$ cat src/rtl/regfile_pkg.sv
`default_nettype none
// ============================================================================
// Module   : regfile_pkg
// Purpose  : Shared constants, address type and width helper for the
//            scoreboarded multi-port register file.
// Revision : 1.0 - initial release
// ============================================================================
package regfile_pkg;

    localparam int XLEN_DEF  = 32;
    localparam int NREGS_DEF = 32;

    // Address width for a register count; never collapses to zero bits.
    function automatic int clog2_aw(input int n);
        return (n > 1) ? $clog2(n) : 1;
    endfunction

    localparam int AW_DEF = clog2_aw(NREGS_DEF);

    typedef logic [AW_DEF-1:0] reg_addr_t;

endpackage
`default_nettype wire

$ cat src/rtl/regfile_sb.sv
`default_nettype none
// ============================================================================
// Module   : regfile_sb
// Purpose  : Per-register pending (scoreboard) bits with issue-set,
//            writeback-clear and flush.
// Revision : 1.0 - initial release
// ============================================================================
module regfile_sb
    import regfile_pkg::*;
#(
    parameter int NREGS = NREGS_DEF,
    parameter int NWR   = 2,
    parameter int AW    = clog2_aw(NREGS)
) (
    input  logic              clk_i,
    input  logic              rst_i,
    input  logic [NWR-1:0]    wr_en_i,
    input  logic [NWR*AW-1:0] wr_addr_i,
    input  logic              busy_set_i,
    input  logic [AW-1:0]     busy_addr_i,
    input  logic              flush_i,
    output logic [NREGS-1:0]  pending_o
);

    logic [NREGS-1:0] r_pending;
    logic [NREGS-1:0] w_clr;
    logic [NREGS-1:0] w_set;
    logic [NREGS-1:0] w_pending_nxt;

    always_comb begin
        w_clr = '0;
        w_set = '0;
        for (int r = 1; r < NREGS; r++) begin
            for (int j = 0; j < NWR; j++) begin
                if (wr_en_i[j] && (wr_addr_i[j*AW +: AW] == AW'(r)))
                    w_clr[r] = 1'b1;
            end
            if (busy_set_i && (busy_addr_i == AW'(r)))
                w_set[r] = 1'b1;
        end
        // Issue of a new producer beats both flush and writeback clear.
        w_pending_nxt = (flush_i ? '0 : (r_pending & ~w_clr)) | w_set;
        w_pending_nxt[0] = 1'b0;
    end

    always_ff @(posedge clk_i or negedge rst_i) begin
        if (!rst_i)
            r_pending <= '0;
        else
            r_pending <= w_pending_nxt;
    end

    assign pending_o = r_pending;

endmodule
`default_nettype wire

$ cat src/rtl/regfile_mp_sb.sv
`default_nettype none
// ============================================================================
// Module   : regfile_mp_sb
// Purpose  : NRD-read / NWR-write register file with scoreboard pending bits.
//            Optional write-to-read forwarding under macro REGFILE_BYPASS_EN.
// Revision : 1.0 - initial release
// ============================================================================
module regfile_mp_sb
    import regfile_pkg::*;
#(
    parameter int XLEN  = XLEN_DEF,
    parameter int NREGS = NREGS_DEF,
    parameter int NRD   = 2,
    parameter int NWR   = 2,
    localparam int AW   = clog2_aw(NREGS)
) (
    input  logic                clk_i,
    input  logic                rst_i,
    input  logic [NRD*AW-1:0]   rs_addr_i,
    output logic [NRD*XLEN-1:0] rs_data_o,
    output logic [NRD-1:0]      rs_busy_o,
    input  logic [NWR-1:0]      wr_en_i,
    input  logic [NWR*AW-1:0]   wr_addr_i,
    input  logic [NWR*XLEN-1:0] wr_data_i,
    input  logic                busy_set_i,
    input  logic [AW-1:0]       busy_addr_i,
    input  logic                flush_i,
    output logic                busy_any_o
);

    logic [XLEN-1:0]  r_regs [NREGS];
    logic [NREGS-1:0] w_pending;

    // Ascending port loop: the last non-blocking write (highest index) wins.
    always_ff @(posedge clk_i or negedge rst_i) begin
        if (!rst_i) begin
            for (int r = 0; r < NREGS; r++)
                r_regs[r] <= '0;
        end else begin
            for (int j = 0; j < NWR; j++) begin
                if (wr_en_i[j] && (wr_addr_i[j*AW +: AW] != '0))
                    r_regs[wr_addr_i[j*AW +: AW]] <= wr_data_i[j*XLEN +: XLEN];
            end
        end
    end

    regfile_sb #(
        .NREGS (NREGS),
        .NWR   (NWR),
        .AW    (AW)
    ) u_sb (
        .clk_i       (clk_i),
        .rst_i       (rst_i),
        .wr_en_i     (wr_en_i),
        .wr_addr_i   (wr_addr_i),
        .busy_set_i  (busy_set_i),
        .busy_addr_i (busy_addr_i),
        .flush_i     (flush_i),
        .pending_o   (w_pending)
    );

    assign busy_any_o = |w_pending;

    generate
        for (genvar k = 0; k < NRD; k++) begin : g_rd
            logic [AW-1:0]   w_addr;
            logic [XLEN-1:0] w_data;
            logic            w_busy;

            assign w_addr = rs_addr_i[k*AW +: AW];

            always_comb begin
                w_data = (w_addr == '0) ? '0 : r_regs[w_addr];
                w_busy = w_pending[w_addr];
`ifdef REGFILE_BYPASS_EN
                for (int j = 0; j < NWR; j++) begin
                    if (wr_en_i[j] && (w_addr != '0) && (wr_addr_i[j*AW +: AW] == w_addr)) begin
                        w_data = wr_data_i[j*XLEN +: XLEN];
                        w_busy = busy_set_i && (busy_addr_i == w_addr);
                    end
                end
`endif
            end

            assign rs_data_o[k*XLEN +: XLEN] = w_data;
            assign rs_busy_o[k]              = w_busy;
        end
    endgenerate

endmodule
`default_nettype wire

$ cat config.mk
export PLATFORM = sky130hd
export DESIGN_NAME = regfile_mp_sb
export DESIGN_NICKNAME = d
export VERILOG_FILES = /design/src/rtl/regfile_pkg.sv /design/src/rtl/regfile_sb.sv /design/src/rtl/regfile_mp_sb.sv
export SDC_FILE = /design/constraint.sdc
export NUM_CORES = 2
export LEC_CHECK = 0
export ABC_CLOCK_PERIOD_IN_PS = 2200
export CORE_MARGIN = 10
export CORE_UTILIZATION = 35
export DETAILED_ROUTE_END_ITERATION = 6
export DONT_BUFFER_PORTS = 1
export PLACE_DENSITY_LB_ADDON = 0.2
export SLEW_MARGIN = 20
export SYNTH_ARGS = -nofsm -noshare
export SYNTH_HDL_FRONTEND = slang
export SYNTH_SLANG_ARGS = --single-unit
$ cat constraint.sdc
create_clock -name clk_i -period 2.2 [get_ports clk_i]
set_clock_uncertainty 0.15 [all_clocks]
set_input_delay 0.22 -clock clk_i [delete_from_list [all_inputs] [get_ports clk_i]]
set_output_delay 0.22 -clock clk_i [all_outputs]
set_load 0.02 [all_outputs]
==> summary.log <==
qor: clock_tree.cts_made_buffers 118
qor: floorplanning.placementRows 157
qor: logic_synthesis.post_synth_most_frequent_cells dfrtp_1 (1055), a22oi_1 (658), nor2_1 (583)
qor: logic_synthesis.synth_compound_gate_area_share 19.36%
qor: logic_synthesis.synth-simple-area-share 8.335%
qor: pwr.power.density_cell_area 858.1 mW/mm2
qor: timing.max_freq 333.6 MHz
qor: global_routing.global_route.overflow_total 0
qor: clock_tree.max-clock-path-buffers 3
qor: setup_path.cpMaxStageDelayCell mux4_2
qor: timing.final.setup.worst_slack -0.7973 ns
qor: global_routing.antenna_found_initial 12
qor: placement.dpl.hpwl 173.7 mm
qor: clock_tree.clk_root_buffer_cell clkbuf_16
qor: pwr.vdd_ir_drop_max 0.5932 mV
qor: setup_path.worstSetupPathType reg2out
qor: setup_path.critPathMostFrequentCell buf_12
qor: finish.layout-drive-gt1-share 25.78%
qor: routing.avgViaCountPerCell 6.445
qor: logic_synthesis.muxShareOfSynthArea 25.71%
qor: timing.final.hold.worst_slack -0.04187 ns
qor: routing.detail_route.first_pass.iterations 7
qor: logic_synthesis.seq_area_frac_synth 40.86%
qor: clock_tree.clock_insertion_delay_worst_skew 0.77 ns
qor: timing.maxSlewViolCount 0
qor: setup_path.critical_path_arrival 2.63 ns
qor: timing.slew_headroom 25.14%
qor: placement.gpl.final_weighted_congestion 0.9158
qor: global_routing.grt_start_max_net_pins 299
qor: routing.route.final.wire_length 305.5 mm
qor: placement.io_buffer_count 0
qor: setup_path.cp_max_fo 3
qor: floorplanning.core_outline_area 0.1833 mm2
qor: logic_synthesis.ys_types 59
qor: pwr.seq_power_share 41.1%
qor: timing.timing.final.crit_period 2.997 ns
qor: hold_path.holdCritPathClass in2reg
qor: setup_path.timing.critical_path.cells mux4_2 > mux2i_2 > a221o_1 > buf_6 > a31oi_4 > buf_12 > buf_12
qor: floorplanning.top_level_ports 162
qor: global_routing.grt_pass1_wl 415.5 mm
qor: clock_tree.tritoncts_num_sinks 1055
qor: finish.final_net_count 6437
qor: floorplanning.die_y 449.7 um
qor: timing.unrepaired_setup_endpoints_after_global_routing true
qor: status.status complete, but fails checks
qor: logic_synthesis.synth_ff_type dfrtp_1
qor: logic_synthesis.post-synth-top-count-cell dfrtp_1
qor: logic_synthesis.ys_async_sr_fraction 100.0%
qor: routing.count_of_unresolved_drc_violations_after_routing 2
qor: job.max_cap_viol_count 0
qor: routing.detailroute.via_count 57460
qor: timing.report.final.hold_viol_count 17
qor: pwr.internal_power_summed_over_all_cells 46830 uW
qor: floorplanning.fp.dieArea 0.2022 mm2
qor: logic_synthesis.syn_avg_cell_area 10.33 um2
qor: routing.first_iter_violations 8060
qor: logic_synthesis.synth-adder-area-share 0%
qor: setup_path.cp-end-kind output pin
qor: logic_synthesis.top_area_cells_in_the_synthesized_netlist dfrtp_1 (41%), mux4_2 (16%), mux2i_1 (8.9%)
qor: logic_synthesis.synth.cell_area 0.06461 mm2
qor: placement.placement.setup.worst_slack -0.7738 ns
qor: logic_synthesis.synth-edff-count 0
qor: logic_synthesis.synthXorXnorAreaFrac 0%
qor: pwr.share_comb_of_total_power 28.9%
qor: clock_tree.htreeDepth 3
qor: pwr.power.share.clock 30.0%
qor: finish.syn_to_final_growth 24.14%
qor: pwr.leakage_power_figure 0.03364 uW
qor: logic_synthesis.synth_top_family_by_area multiplexers
qor: finish.nFillCells 16880
qor: finish.postLayoutCoreUtil 43.76%
qor: status.failed_checks design-rule violations, negative hold slack, negative setup slack
qor: timing.setup_violations 93
qor: pwr.switching_power 21990 uW
qor: timing.portion_of_the_clock_cycle_consumed_by_the_worst_path_in_the_final_layout 136.2%
qor: timing.worst_pin_slew 1.119 ns
qor: setup_path.setup.worst_path.start_class register
qor: pwr.p_sw_share 31.96%
qor: logic_synthesis.synth_top_cell_by_area dfrtp_1
qor: logic_synthesis.mappedNetlistNets 6347
qor: floorplanning.die_width 449.7 um
qor: logic_synthesis.post_synthesis_cells 6252
qor: setup_path.critPathMaxStageDelay 0.48 ns
qor: routing.detail-route-antenna-nets 0
qor: logic_synthesis.synth.yosys.warnings 0
qor: logic_synthesis.synth.ff_latch_count 1055
qor: clock_tree.clk_pin_slew_worst_paths 0.07 ns
qor: clock_tree.cts_tree built
qor: setup_path.crit_required 1.83 ns
qor: logic_synthesis.netlist.area_leader.share 40.86%
qor: global_routing.grt_util_all_layers 27.61%
qor: floorplanning.initial_core_util 35.25%
qor: global_routing.grt_pass1_vias 54630
qor: routing.routedWlPerCell 34.27 um
[cell usage in the layout (no fill, tap or decap), drive strengths merged, types with 33 or more instances in the layout]
cell,instances
nand3,33
nand2,527
o21ai,541
mux4,466
a221oi,47
a22oi,658
dfrtp,1055
nor2b,42
nor2,585
a21oi,525
buf,608
dlygate4sd3,162
mux2i,573
mux2,34
clkbuf,219
a31oi,51
[cell type report]
| cell class | count | area, um2 | share of cell area, % |
|---|---|---|---|
| antenna | 8 | 20.02 | 0.02496 |
| clock buffer | 189 | 3622 | 4.516 |
| clock inverter | 32 | 310.3 | 0.3869 |
| inverter | 4 | 20.02 | 0.02496 |
| multi-input combinational | 4356 | 36970 | 46.09 |
| sequential | 1055 | 26400 | 32.92 |
| tap | 2464 | 3083 | 3.844 |
| timing repair buffer | 807 | 9779 | 12.19 |
[path summary, 6_finish.rpt]
path,cells past startpoint,from,slack [ns],to
worst max-delay path,7,r_regs[628],-0.80,rs_data_o[52]
worst min-delay path,6,wr_addr_i[9],-0.04,r_regs[869]
worst max register to register,4,r_regs[851],0.20,r_regs[851]
worst min register to register,0,r_regs[1001],0.24,r_regs[1001]
max in group asynchronous,6,rst_i,0.14,r_regs[341]
min in group asynchronous,2,rst_i,0.05,r_regs[712]
[critical path, delay by kind of cell (launching register included)]
family                 cells  cell delay (ns)
flip-flops                 1             0.41
buffers and inverters      3             0.46
multiplexers               2             0.71
AO/OA/AOI/OAI              2             0.28
[cell families (layout without fill, tap and decap cells)]
family / Yosys count / count (layout)
mux: 1073 / 1073
compound gates: 1990 / 1990
flops: 1055 / 1055
buf+inv: 841 / 1032
simple gates: 1293 / 1293
other cells: 0 / 8
[power groups by stage]
stage	Combinational, uW	Sequential (uW)	Clock (uW)
2_1_floorplan	12400	26900	0
3_3_place_gp	16100	28100	0
3_5_place_dp	16500	28300	0
4_1_cts	18800	28000	20800
5_1_grt	21200	28700	21600
6_report	19900	28300	20700
[through the flow]
step | power [uW] | hold slack, ns | setup TNS (ns) | instances | area [um2]
6_report | 68830 | -0.04187 | -53.06 | 8915 | 80210
5_1_grt | 71580 | 0.003631 | -54.16 | 8911 | 80200
4_1_cts | 67590 | -0.07763 | -256.55 | 8809 | 78350
3_5_place_dp | 44830 | -0.2249 | -305.28 | 8370 | 70570
3_3_place_gp | 44270 | -0.2249 | -533.87 | 8367 | 70480
2_1_floorplan | 39270 | -0.2256 | -0.05765 | 6252 | 65050
[flip-flops by register name, summed over array words and instances, names as in the netlist]
signal	count
r_regs	1024
u_sb.pending_o	31
[metal layers]
| layer | vias to the layer above | share of wire (%) | global-route usage, % |
|---|---|---|---|
| li1 | 23680 | - | - |
| met5 | - | 0.0043 | 0 |
| met3 | 898 | 10 | 5.968 |
| met4 | 2 | 6.9 | 15.52 |
| met2 | 3811 | 45 | 42.08 |
| met1 | 29070 | 38 | 36.36 |
[repair_timing]
action	in CTS	in global routing
pin swaps	80	61
setup endpoints to repair	67	537
resized for setup	306	118
buffers inserted	25	50
hold endpoints to repair	1274	26
hold buffers	195	15
gates cloned	0	31
Power figures use the tool's default switching activity.
